`config.mk`:
```
export PLATFORM = sky130hd
export DESIGN_NAME = mem_port_arbiter
export DESIGN_NICKNAME = d
export VERILOG_FILES = /design/src/rtl/mem_port_arbiter.sv
export SDC_FILE = /design/constraint.sdc
export NUM_CORES = 1
export LEC_CHECK = 0
export BUFFER_PORTS_ARGS = -buffer_cell sky130_fd_sc_hd__buf_2
export CORE_MARGIN = 1
export CORE_UTILIZATION = 35
export CTS_BUF_LIST = sky130_fd_sc_hd__clkbuf_16
export DETAILED_ROUTE_END_ITERATION = 10
export HOLD_SLACK_MARGIN = 0.1
export PLACE_DENSITY = 0.69
export REMOVE_ABC_BUFFERS = 1
export SKIP_LAST_GASP = 1
export SLEW_MARGIN = 10
export SYNTH_ARGS = -nofsm -noshare
export SYNTH_HDL_FRONTEND = slang
export SYNTH_SLANG_ARGS = --single-unit
```
`constraint.sdc`:
```
create_clock -name clk -period 1.6 [get_ports clk]
set_input_delay 0.08 -clock clk [delete_from_list [all_inputs] [get_ports clk]]
set_output_delay 0.08 -clock clk [all_outputs]
set_load 0.01 [all_outputs]
```
`src/rtl/mem_port_arbiter.sv`:
```
`default_nettype none
// ============================================================================
// Module      : mem_port_arbiter
// Description : Shares one single-port, fixed-latency unified RAM between the
//               instruction-fetch (IF) port and the MEM-stage load/store port.
//               Each RAM access is sequenced IDLE -> ISSUE -> WAIT -> DONE,
//               returning data together with a one-cycle ready pulse.
//               MEM has priority over IF when both request in IDLE.
// Ports       : clk, rst (sync, active-high)
//               if_req/if_addr -> if_rdata/if_ready           (IF side)
//               mem_r_en/mem_w_en/mem_addr/mem_wdata
//                                -> mem_rdata/mem_ready       (MEM side)
//               ram_en/ram_we/ram_addr/ram_wdata <- ram_rdata (RAM macro)
//               pipe_freeze  combinational freeze into the pipeline
//               stall_cnt/conflict_cnt  statistics counters
// Options     : MEM_ARB_STATS_EN - when defined, stall_cnt and conflict_cnt
//               are live saturating counters; otherwise both read 0.
// Revision    : 1.0 - initial release
// ============================================================================
module mem_port_arbiter #(
    parameter int WORD_LEN     = 32,
    parameter int RAM_ADDR_LEN = 16,
    parameter int MEM_LATENCY  = 2
) (
    input  logic                    clk,
    input  logic                    rst,
    input  logic                    if_req,
    input  logic [WORD_LEN-1:0]     if_addr,
    output logic [WORD_LEN-1:0]     if_rdata,
    output logic                    if_ready,
    input  logic                    mem_r_en,
    input  logic                    mem_w_en,
    input  logic [WORD_LEN-1:0]     mem_addr,
    input  logic [WORD_LEN-1:0]     mem_wdata,
    output logic [WORD_LEN-1:0]     mem_rdata,
    output logic                    mem_ready,
    output logic                    ram_en,
    output logic                    ram_we,
    output logic [RAM_ADDR_LEN-1:0] ram_addr,
    output logic [WORD_LEN-1:0]     ram_wdata,
    input  logic [WORD_LEN-1:0]     ram_rdata,
    output logic                    pipe_freeze,
    output logic [31:0]             stall_cnt,
    output logic [15:0]             conflict_cnt
);

    typedef enum logic [1:0] {
        ST_IDLE  = 2'd0,
        ST_ISSUE = 2'd1,
        ST_WAIT  = 2'd2,
        ST_DONE  = 2'd3
    } state_t;

    // The WAIT countdown ends on the cycle ram_rdata is valid, which is
    // MEM_LATENCY cycles after the ISSUE (ram_en) cycle.
    localparam logic [3:0] c_WAIT_LOAD = 4'(MEM_LATENCY - 1);

    state_t                  state_q,     state_d;
    logic [3:0]              wait_cnt_q,  wait_cnt_d;
    logic                    grant_mem_q, grant_mem_d;   // 1: MEM owns access
    logic                    we_q,        we_d;          // access is a store
    logic                    ram_en_q,    ram_en_d;
    logic                    ram_we_q,    ram_we_d;
    logic [RAM_ADDR_LEN-1:0] ram_addr_q,  ram_addr_d;
    logic [WORD_LEN-1:0]     ram_wdata_q, ram_wdata_d;
    logic [WORD_LEN-1:0]     if_rdata_q,  if_rdata_d;
    logic                    if_ready_q,  if_ready_d;
    logic [WORD_LEN-1:0]     mem_rdata_q, mem_rdata_d;
    logic                    mem_ready_q, mem_ready_d;

    logic w_mem_req;
    logic w_freeze;
    logic w_unused_addr_bits;

    assign w_mem_req = mem_r_en | mem_w_en;
    assign w_freeze  = (if_req & ~if_ready_q) | (w_mem_req & ~mem_ready_q);

    // Byte-offset and above-RAM address bits are intentionally ignored.
    assign w_unused_addr_bits = ^{if_addr[WORD_LEN-1:RAM_ADDR_LEN+2], if_addr[1:0],
                                  mem_addr[WORD_LEN-1:RAM_ADDR_LEN+2], mem_addr[1:0]};

    always_comb begin
        state_d     = state_q;
        wait_cnt_d  = wait_cnt_q;
        grant_mem_d = grant_mem_q;
        we_d        = we_q;
        ram_addr_d  = ram_addr_q;
        ram_wdata_d = ram_wdata_q;
        if_rdata_d  = if_rdata_q;
        mem_rdata_d = mem_rdata_q;
        // Strobes are single-cycle: default low, raised only on transitions.
        ram_en_d    = 1'b0;
        ram_we_d    = 1'b0;
        if_ready_d  = 1'b0;
        mem_ready_d = 1'b0;

        case (state_q)
            ST_IDLE: begin
                if (w_mem_req) begin
                    grant_mem_d = 1'b1;
                    we_d        = mem_w_en;          // r_en & w_en -> store
                    ram_addr_d  = mem_addr[RAM_ADDR_LEN+1:2];
                    ram_wdata_d = mem_wdata;
                    ram_en_d    = 1'b1;
                    ram_we_d    = mem_w_en;
                    state_d     = ST_ISSUE;
                end else if (if_req) begin
                    grant_mem_d = 1'b0;
                    we_d        = 1'b0;
                    ram_addr_d  = if_addr[RAM_ADDR_LEN+1:2];
                    ram_en_d    = 1'b1;
                    state_d     = ST_ISSUE;
                end
            end
            ST_ISSUE: begin
                wait_cnt_d = c_WAIT_LOAD;
                state_d    = ST_WAIT;
            end
            ST_WAIT: begin
                if (wait_cnt_q == 4'd0) begin
                    if (grant_mem_q) begin
                        if (!we_q) begin
                            mem_rdata_d = ram_rdata;
                        end
                        mem_ready_d = 1'b1;
                    end else begin
                        if_rdata_d = ram_rdata;
                        if_ready_d = 1'b1;
                    end
                    state_d = ST_DONE;
                end else begin
                    wait_cnt_d = wait_cnt_q - 4'd1;
                end
            end
            ST_DONE: begin
                state_d = ST_IDLE;
            end
            default: begin
                state_d = ST_IDLE;
            end
        endcase
    end

    always_ff @(posedge clk) begin
        if (rst) begin
            state_q     <= ST_IDLE;
            wait_cnt_q  <= 4'd0;
            grant_mem_q <= 1'b0;
            we_q        <= 1'b0;
            ram_en_q    <= 1'b0;
            ram_we_q    <= 1'b0;
            ram_addr_q  <= '0;
            ram_wdata_q <= '0;
            if_rdata_q  <= '0;
            if_ready_q  <= 1'b0;
            mem_rdata_q <= '0;
            mem_ready_q <= 1'b0;
        end else begin
            state_q     <= state_d;
            wait_cnt_q  <= wait_cnt_d;
            grant_mem_q <= grant_mem_d;
            we_q        <= we_d;
            ram_en_q    <= ram_en_d;
            ram_we_q    <= ram_we_d;
            ram_addr_q  <= ram_addr_d;
            ram_wdata_q <= ram_wdata_d;
            if_rdata_q  <= if_rdata_d;
            if_ready_q  <= if_ready_d;
            mem_rdata_q <= mem_rdata_d;
            mem_ready_q <= mem_ready_d;
        end
    end

    assign ram_en      = ram_en_q;
    assign ram_we      = ram_we_q;
    assign ram_addr    = ram_addr_q;
    assign ram_wdata   = ram_wdata_q;
    assign if_rdata    = if_rdata_q;
    assign if_ready    = if_ready_q;
    assign mem_rdata   = mem_rdata_q;
    assign mem_ready   = mem_ready_q;
    assign pipe_freeze = w_freeze;

`ifdef MEM_ARB_STATS_EN
    logic [31:0] stall_cnt_q,    stall_cnt_d;
    logic [15:0] conflict_cnt_q, conflict_cnt_d;

    always_comb begin
        stall_cnt_d    = stall_cnt_q;
        conflict_cnt_d = conflict_cnt_q;
        if (w_freeze && (stall_cnt_q != '1)) begin
            stall_cnt_d = stall_cnt_q + 32'd1;
        end
        if ((state_q == ST_IDLE) && w_mem_req && if_req && (conflict_cnt_q != '1)) begin
            conflict_cnt_d = conflict_cnt_q + 16'd1;
        end
    end

    always_ff @(posedge clk) begin
        if (rst) begin
            stall_cnt_q    <= '0;
            conflict_cnt_q <= '0;
        end else begin
            stall_cnt_q    <= stall_cnt_d;
            conflict_cnt_q <= conflict_cnt_d;
        end
    end

    assign stall_cnt    = stall_cnt_q;
    assign conflict_cnt = conflict_cnt_q;
`else
    assign stall_cnt    = 32'd0;
    assign conflict_cnt = 16'd0;
`endif

endmodule
`default_nettype wire
```
# After elaboration in Yosys (flattened, before gate mapping)
# Index checks and enable logic that the tools add are counted.
# totals
inputBits	133
regBits	124
# op_classes
n_mux	15
n_addsub	1
n_bitwise	12
reduce_logical	13
n_eq_ne	6
# ops
cell	n
$mux 16	2
$not 1->1	8
$pmux 2 s4	1
$pmux 4 s2	1
$reduce_and 2->1	4
$mux 1	7
$mux 2	3
$reduce_or 3->1	2
$eq 2x2->1 const B	2
$logic_not 4->1	1
$mux 4	1
$ne 2x2->1 const B	2
$reduce_and 4->1	1
$reduce_bool 2->1	2
$sub 4x1->4 const B	1
$ne 3x3->1 const B	1
$reduce_and 3->1	1
$and 1x1->1	2
$eq 2x1->1 const B	1
$logic_not 2->1	1
$or 1x1->1	2
$reduce_or 2->1	1

# Longest topological paths before layout
# Gate-level depths: netlist of run 1.
# logic_depth
depth_word	3
depth_mapped	8
ltp_nobuf	5

# Least setup slack after synthesis of run 1
# OpenSTA, ideal clock, no wires.
# synth_path
path_kind	register -> register
startpoint	register state_q[0]
endpoint	register if_rdata_q[22], in the netlist if_rdata[22]
period_less_slack_ns	1.507
t_arrival_ns	1.374
required_time_ns	1.468
slack_ns	0.093
stages_incl_launch_ff	9
setup_ns	0.132
path_buffers	3
path_cell_list	dfxtp_1 > inv_1 > ha_1 > buf_4 > and4bb_1 > buf_4 > buf_4 > nand3_1 > a21oi_1
# synth_via
elab_chain_cells	2
# synth_lines
element	line_no	text
start: declaration	58	state_t state_q, state_d;
start signal: assignment	159	state_q <= state_d;
$eq 2x2->1	97	case (state_q)
$reduce_and 3->1 (no line)	--	
end signal: assignment	167	if_rdata_q <= if_rdata_d;
end: declaration	66	logic [WORD_LEN-1:0] if_rdata_q, if_rdata_d;
# No other way between the ends.
# A chain may end at the register's enable or synchronous reset.

# Final worst setup path of run 1
# layout_path
startpoint	register state_q[1]
endpoint	register state_q[0]
# layout_via
elab_chain_cells	3
elab_cells_between_ends	8
cone_classes	eq/ne: 5; mux: 1; reduce/logical: 2
# layout_lines
element	line_no
$eq 2x2->1 / $logic_not 2->1 (equally long branches)	97
$ne 2x2->1 (no line) / $ne 3x3->1 (equally long branches)	--
$reduce_and 2->1 (no line)	--
# Parallel ways exist; a longest one is shown, timed or not.

==> results.md, run 1 <==
- Vias in the first global route: 5,199
- Final nets: 1,080
- Setup crit start kind: flip-flop
- Residual DRC count: 0
- Number of enable-type register cells in the synthesized netlist: 0
- Maximum buffer depth of the clock tree: 2
- Full die area: 15,340 sq um
- Arrival time reported for the critical path endpoint: 1840 ps
- Ports placed on the boundary: 298
- Clock buffer count from CTS: 17
- Number of distinct library cell variants in the gate-level netlist after synthesis: 35
- Number of inserted diodes: 0
- CTS tree: yes
- Initial Utilization: 35.76%
- Most instantiated library cell after synthesis: sky130_fd_sc_hd__dfxtp_1
- Cell area after synthesis: 5197 sq um
- Final weighted congestion of routability-driven global placement: 0.7531
- Clk sink count: 124
- Tightest Hold Check Type: input port to flip-flop
- Min setup slack post-route: 63.73 ps
- Pre-Repair DR Iteration Count: 5
- Worst Clk Skew: 7.795 ps
- Non-filler instance count after layout: 1,138
- Horizontal extent of the die: 123.9 um
- Flop and latch count out of synthesis: 124
- Tmin final: 1536 ps
- Total met3 wirelength after detailed routing: 1.251 mm
- Worst-skew pair later-pin latency: 400 ps
- Total met2 wirelength after detailed routing: 8.233 mm
- Number of hold violations in the final report: 0
- Static leakage: 3.558 nW
- Fin. max-slew vios: 0
- Async SR Flop Fraction: 0%
- Max cap viols: 0
- Pin count of the biggest net entering global routing: 67
- Power per cell area: 1492 nW/um^2
- H-tree depth: 4
- Top sig layer: met4
- Layout overhead on the synthesized area: 53.59%
- Global-route wire length before repair: 24.38 mm
- Fraction of layout cells with a size suffix above 1: 29.25%
- Post-synth top area share: 47.76%
- Die boundary height: 123.9 um
- Maximum clock rate: 0.6509 GHz
- Total global routing overflow: 0
- Worst setup path class: flip-flop to flip-flop
- Prevailing post-synth register cell: sky130_fd_sc_hd__dfxtp_1
- Endpoint class of the critical path: flip-flop
- Area inside the core boundary: 14,530 sq um
- Routed metal-1 wire length: 6.789 mm
- Total via count after detailed routing: 5,588
- VDD IR-drop max: 0.7501 mV
- Top cells by area, synth: sky130_fd_sc_hd__dfxtp_1 (48%), sky130_fd_sc_hd__a21oi_1 (9.5%), sky130_fd_sc_hd__buf_4 (8.1%)
- HPWL after detailed placement: 9.364 mm
- Cell at the root of the clock tree: sky130_fd_sc_hd__clkbuf_16
- Via-per-instance ratio: 4.910
- Avg WL per Cell: 14.71 um
- Cells after DPL: 1,000
- Violation count after the first detailed-routing iteration: 368
- Period utilisation layout: 96.02%
- Initial antenna violation count: 0
- Sequential element share of the synthesized area: 47.76%
- Remaining antenna violation count after routing: 0
- Count of port buffers added during placement: 217
- Synthesized area per cell: 8.147 sq um
- Worst-path fanout max: 3
- Placement Setup Slack: 33.33 ps
- Total length of routed wires: 16.74 mm
- Post-synthesis cell type with the largest combined area: sky130_fd_sc_hd__dfxtp_1
- Required time reported for the critical path endpoint: 1900 ps
- Top cell types by occurrence after synthesis: sky130_fd_sc_hd__dfxtp_1 (124), sky130_fd_sc_hd__a21oi_1 (99), sky130_fd_sc_hd__nand2_1 (82), sky130_fd_sc_hd__o21ai_0 (72), sky130_fd_sc_hd__nand3_1 (65)
- Overall global routing resource usage: 20.62%
- Site Rows: 44
- Number of instances in the synthesized netlist: 638
- Worst-path clk slew: 50 ps
- Setup violations, final: 0
- Yosys warnings: 0
- Run status: complete, no violations
[metrics by stage]
stage               TNS, ps  utilization, %  instance area [sq um]  total power, W  hold WS, ps
finish                    0           54.92                   7983         0.01191        172.5
global placement          0           43.53                   6327        0.007904        321.0
CTS                       0           54.10                   7863         0.01168        154.9
global route         -2.329           54.92                   7983         0.01264        172.3
floorplan            -63680               -                   4738        0.006019        149.1
detailed placement        0           43.53                   6327        0.007936        325.7
[per-layer routing]
metal,GRT usage (%),up-vias
li1,-,2715
met1,23.35,2556
met2,34.83,279
met3,6.868,38
met4,9.639,0
met5,0,-
[final cells by class]
class / count / area [sq um]
Inverter: 6 / 22.52
Tap cell: 184 / 230.2
Clock buffer: 17 / 425.4
Timing Repair Buffer: 344 / 2445
Sequential cell: 124 / 2482
Clock inverter: 14 / 115.1
Multi-Input combinational cell: 449 / 2262
Fill cell: 1296 / 6551
[power by group]
group,internal (W),switching (W)
logic,0.00183,0.00257
clock network,0.00223,0.00130
registers,0.00367,0.000312
total,0.00773,0.00419
[flip-flops by register name, indices dropped and copies added (netlist names)]
name	count
mem_rdata	32
ram_wdata	32
wait_cnt_q	4
ram_addr	16
ram_en	1
if_ready	1
we_q	1
mem_ready	1
state_q	2
ram_we	1
if_rdata	32
grant_mem_q	1
[path summary, 6_finish.rpt]
path,start,to,slack (ps),cells past startpoint
worst min-delay path,mem_r_en,ram_addr[12]$_SDFFE_PP0P_,170,4
worst min register to register,ram_wdata[0]$_SDFFE_PP0P_,ram_wdata[0]$_SDFFE_PP0P_,450,2
worst max register to register,state_q[1]$_SDFFE_PP0P_,state_q[0]$_SDFFE_PP0P_,60,5
worst max-delay path,state_q[1]$_SDFFE_PP0P_,state_q[0]$_SDFFE_PP0P_,60,5
[critical path, cell delays in order (launching register included)]
cell	delay, ps
sky130_fd_sc_hd__dfxtp_1	330
sky130_fd_sc_hd__inv_1	110
sky130_fd_sc_hd__ha_2	200
sky130_fd_sc_hd__or4b_1	450
sky130_fd_sc_hd__a21boi_2	190
sky130_fd_sc_hd__o21a_1	160
[repair_timing]
| item | CTS | global route |
|---|---|---|
| gates cloned | 0 | 2 |
| resized for setup | 1 | 8 |
| endpoints found under the setup margin | 1 | 61 |
| endpoints found under the hold margin | 120 | 0 |
| pin swaps | 0 | 1 |
| hold buffers | 99 | 0 |
| setup buffers | 0 | 6 |
[cells in the final DEF (no fill, tap or decap), types with 5 or more instances in the layout]
cell type,netlist,layout
sky130_fd_sc_hd__buf_2,20,216
sky130_fd_sc_hd__dfxtp_1,124,124
sky130_fd_sc_hd__a21oi_1,99,99
sky130_fd_sc_hd__dlygate4sd3_1,0,99
sky130_fd_sc_hd__nand2_1,82,82
sky130_fd_sc_hd__o21ai_0,72,72
sky130_fd_sc_hd__nand3_1,65,65
sky130_fd_sc_hd__conb_1,1,48
sky130_fd_sc_hd__nor2_1,21,21
sky130_fd_sc_hd__clkbuf_16,0,19
sky130_fd_sc_hd__buf_4,56,17
sky130_fd_sc_hd__a311oi_1,16,15
sky130_fd_sc_hd__o21ai_1,11,11
sky130_fd_sc_hd__buf_12,0,9
sky130_fd_sc_hd__inv_1,5,8
sky130_fd_sc_hd__clkinv_1,1,5
[cell families after synthesis]
kind of cell    count (synthesis)  share of synthesized area (%)
compound gates                209                          21.81
simple gates                  186                          16.30
flops                         124                          47.76
buf+inv                       112                          12.66
fa+ha+maj                       5                          1.204
mux                             1                         0.1926
other cells                     1                        0.07215
(Power assumes the default switching activity.)
==> run 2, diff against run 1 <==
==> constraint.sdc (replaced) <==
create_clock -name clk -period 1.6 [get_ports clk]
set_input_delay 0.24 -clock clk [delete_from_list [all_inputs] [get_ports clk]]
set_output_delay 0.24 -clock clk [all_outputs]
set_load 0.01 [all_outputs]
==> run 2 against run 1 <==
Against the previous run:
- worst hold slack worse by 56 ps
- clock-buffer cell count did not move
- worst setup slack got worse by 40 ps
- global-route usage decreased by 0.53 points
- design area rose by 1.0%
- sequential share of layout area decreased by 0.31 points
- clock skew down 1.5 ps
- highest routed layer unchanged
- register-to-register slack got worse by 40 ps
- critical path depth rose by 3
- non-clock buffer count did not move
==> results.md, run 2 (synthesis gave the netlist of run 1 again) <==
- Placement Setup Slack: 50.40 ps
- Number of hold violations in the final report: 0
- Total via count after detailed routing: 5,645
- Site Rows: 44
- Worst-skew pair later-pin latency: 410 ps
- Most used cells in the layout excluding fill and tap cells: sky130_fd_sc_hd__buf_2 (216), sky130_fd_sc_hd__dfxtp_1 (124), sky130_fd_sc_hd__a21oi_1 (99)
- H-tree depth: 4
- Initial Utilization: 35.76%
- Fin. max-slew vios: 0
- Worst-path fanout max: 8
- Setup crit start kind: flip-flop
- Max cap viols: 0
- Required time reported for the critical path endpoint: 1890 ps
- Run status: complete, no violations
- Setup violations, final: 0
- Combinational share of power: 40.0%
- Area inside the core boundary: 14,530 sq um
- Worst-path clk slew: 60 ps
- Worst hold slack across all endpoints: 116.1 ps
- Maximum buffer depth of the clock tree: 2
- Clk sink count: 124
- RSZ-0062 raised after global routing: true
- Violation count after the first detailed-routing iteration: 257
- Cell at the root of the clock tree: sky130_fd_sc_hd__clkbuf_16
- Fraction of layout cells with a size suffix above 1: 31.10%
- Endpoint class of the critical path: flip-flop
- Min setup slack post-route: 23.72 ps
- VDD IR-drop max: 0.7999 mV
- Maximum clock rate: 0.6344 GHz
- Static leakage: 3.611 nW
- Total global routing overflow: 0
- Global-route wire length before repair: 23.75 mm
- Tmin final: 1576 ps
- Power per cell area: 1541 nW/um^2
- Internal: 0.007929 W
- Vias in the first global route: 5,097
- Sequential share of power: 32.0%
- Arrival time reported for the critical path endpoint: 1870 ps
- Avg WL per Cell: 15.17 um
- Tightest Hold Check Type: input port to flip-flop
- Final standard cell area without fillers: 8064 sq um
- Worst setup path class: flip-flop to flip-flop
- Via-per-instance ratio: 4.956
- Residual DRC count: 0
- Remaining antenna violation count after routing: 0
- Pin count of the biggest net entering global routing: 61
- Summed negative setup slack over all endpoints: 0 ps
- Post-detailed-placement cell area: 6375 sq um
- Number of inserted diodes: 0
- Pre-Repair DR Iteration Count: 5
- Clk network pwr share: 28.0%
- Overall global routing resource usage: 20.09%
- Full die area: 15,340 sq um
- HPWL after detailed placement: 9.321 mm
- CTS tree: yes
- Initial antenna violation count: 0
- Layout overhead on the synthesized area: 55.15%
- Final Util: 55.48%
- Die boundary height: 123.9 um
- Horizontal extent of the die: 123.9 um
- Switching power share of the total: 36.20%
- Total length of routed wires: 17.28 mm
- Period utilisation layout: 98.52%
- Clock buffer count from CTS: 17
- Switching power: 0.004499 W
- Commonest non-fill, non-tap cell in the layout: sky130_fd_sc_hd__buf_2
- Worst Clk Skew: 6.257 ps
- Count of port buffers added during placement: 217
- Ports placed on the boundary: 298
- Final weighted congestion of routability-driven global placement: 0.7549
- Final nets: 1,080
[run 2: layer usage]
layer | vias up | global-route usage [%] | wire (um) | part of all wire [%]
met3 | 27 | 7.051 | 1309 | 7.6
li1 | 2714 | - | - | -
met2 | 268 | 35.10 | 8651 | 50
met1 | 2636 | 22.27 | 6943 | 40
met4 | 0 | 7.530 | 378 | 2.2
met5 | - | 0 | 0 | 0
[run 2: what timing repair did]
item | CTS | global route
hold endpoints to repair | 98 | 0
buffers inserted | 0 | 2
pin swaps | 0 | 1
hold buffers | 87 | 0
endpoints found under the setup margin | 1 | 79
cloned | 0 | 10
resized for setup | 1 | 19
[run 2: power by group through the flow]
stage | Sequential (W) | Clock [W] | Combinational, W
floorplan | 0.00429 | 0 | 0.00173
global placement | 0.00399 | 0 | 0.00395
detailed placement | 0.00401 | 0 | 0.00397
CTS | 0.00395 | 0.00355 | 0.00414
global route | 0.00405 | 0.00369 | 0.00541
finish | 0.00397 | 0.00348 | 0.00497
[run 2: final cells by class]
class	instances	area [sq um]
fillers	1289	6470
multi-input cells	449	2285
well taps	184	230.2
inverters	6	22.52
repair buffers	344	2510
flip-flops and latches	124	2482
clock inverters	15	108.9
clock buffers	17	425.4
[run 2: final timing paths]
| kind | startpoint | endpoint | slack [ps] | cells past startpoint |
|---|---|---|---|---|
| max reg2reg | state_q[0]$_SDFFE_PP0P_ | if_rdata[20]$_SDFFE_PP0P_ | 20 | 8 |
| max | state_q[0]$_SDFFE_PP0P_ | if_rdata[20]$_SDFFE_PP0P_ | 20 | 8 |
| min reg2reg | ram_wdata[3]$_SDFFE_PP0P_ | ram_wdata[3]$_SDFFE_PP0P_ | 450 | 2 |
| min | mem_addr[14] | ram_addr[12]$_SDFFE_PP0P_ | 120 | 3 |
[run 2: through the flow]
step	instances	total power [W]
finish	1139	0.01243
CTS	1127	0.01164
global placement	1008	0.007932
global route	1139	0.01314
detailed placement	1008	0.007974
floorplan	579	0.006019
[run 2: worst max-delay path, cell delays in order, from the launching register on]
cell and delay [ps]:
sky130_fd_sc_hd__dfxtp_1 330, sky130_fd_sc_hd__inv_2 100, sky130_fd_sc_hd__ha_4 160, sky130_fd_sc_hd__buf_4 120, sky130_fd_sc_hd__nand4bb_4 120, sky130_fd_sc_hd__buf_12 170
sky130_fd_sc_hd__clkbuf_16 160, sky130_fd_sc_hd__o21ai_0 200, sky130_fd_sc_hd__a21oi_1 100
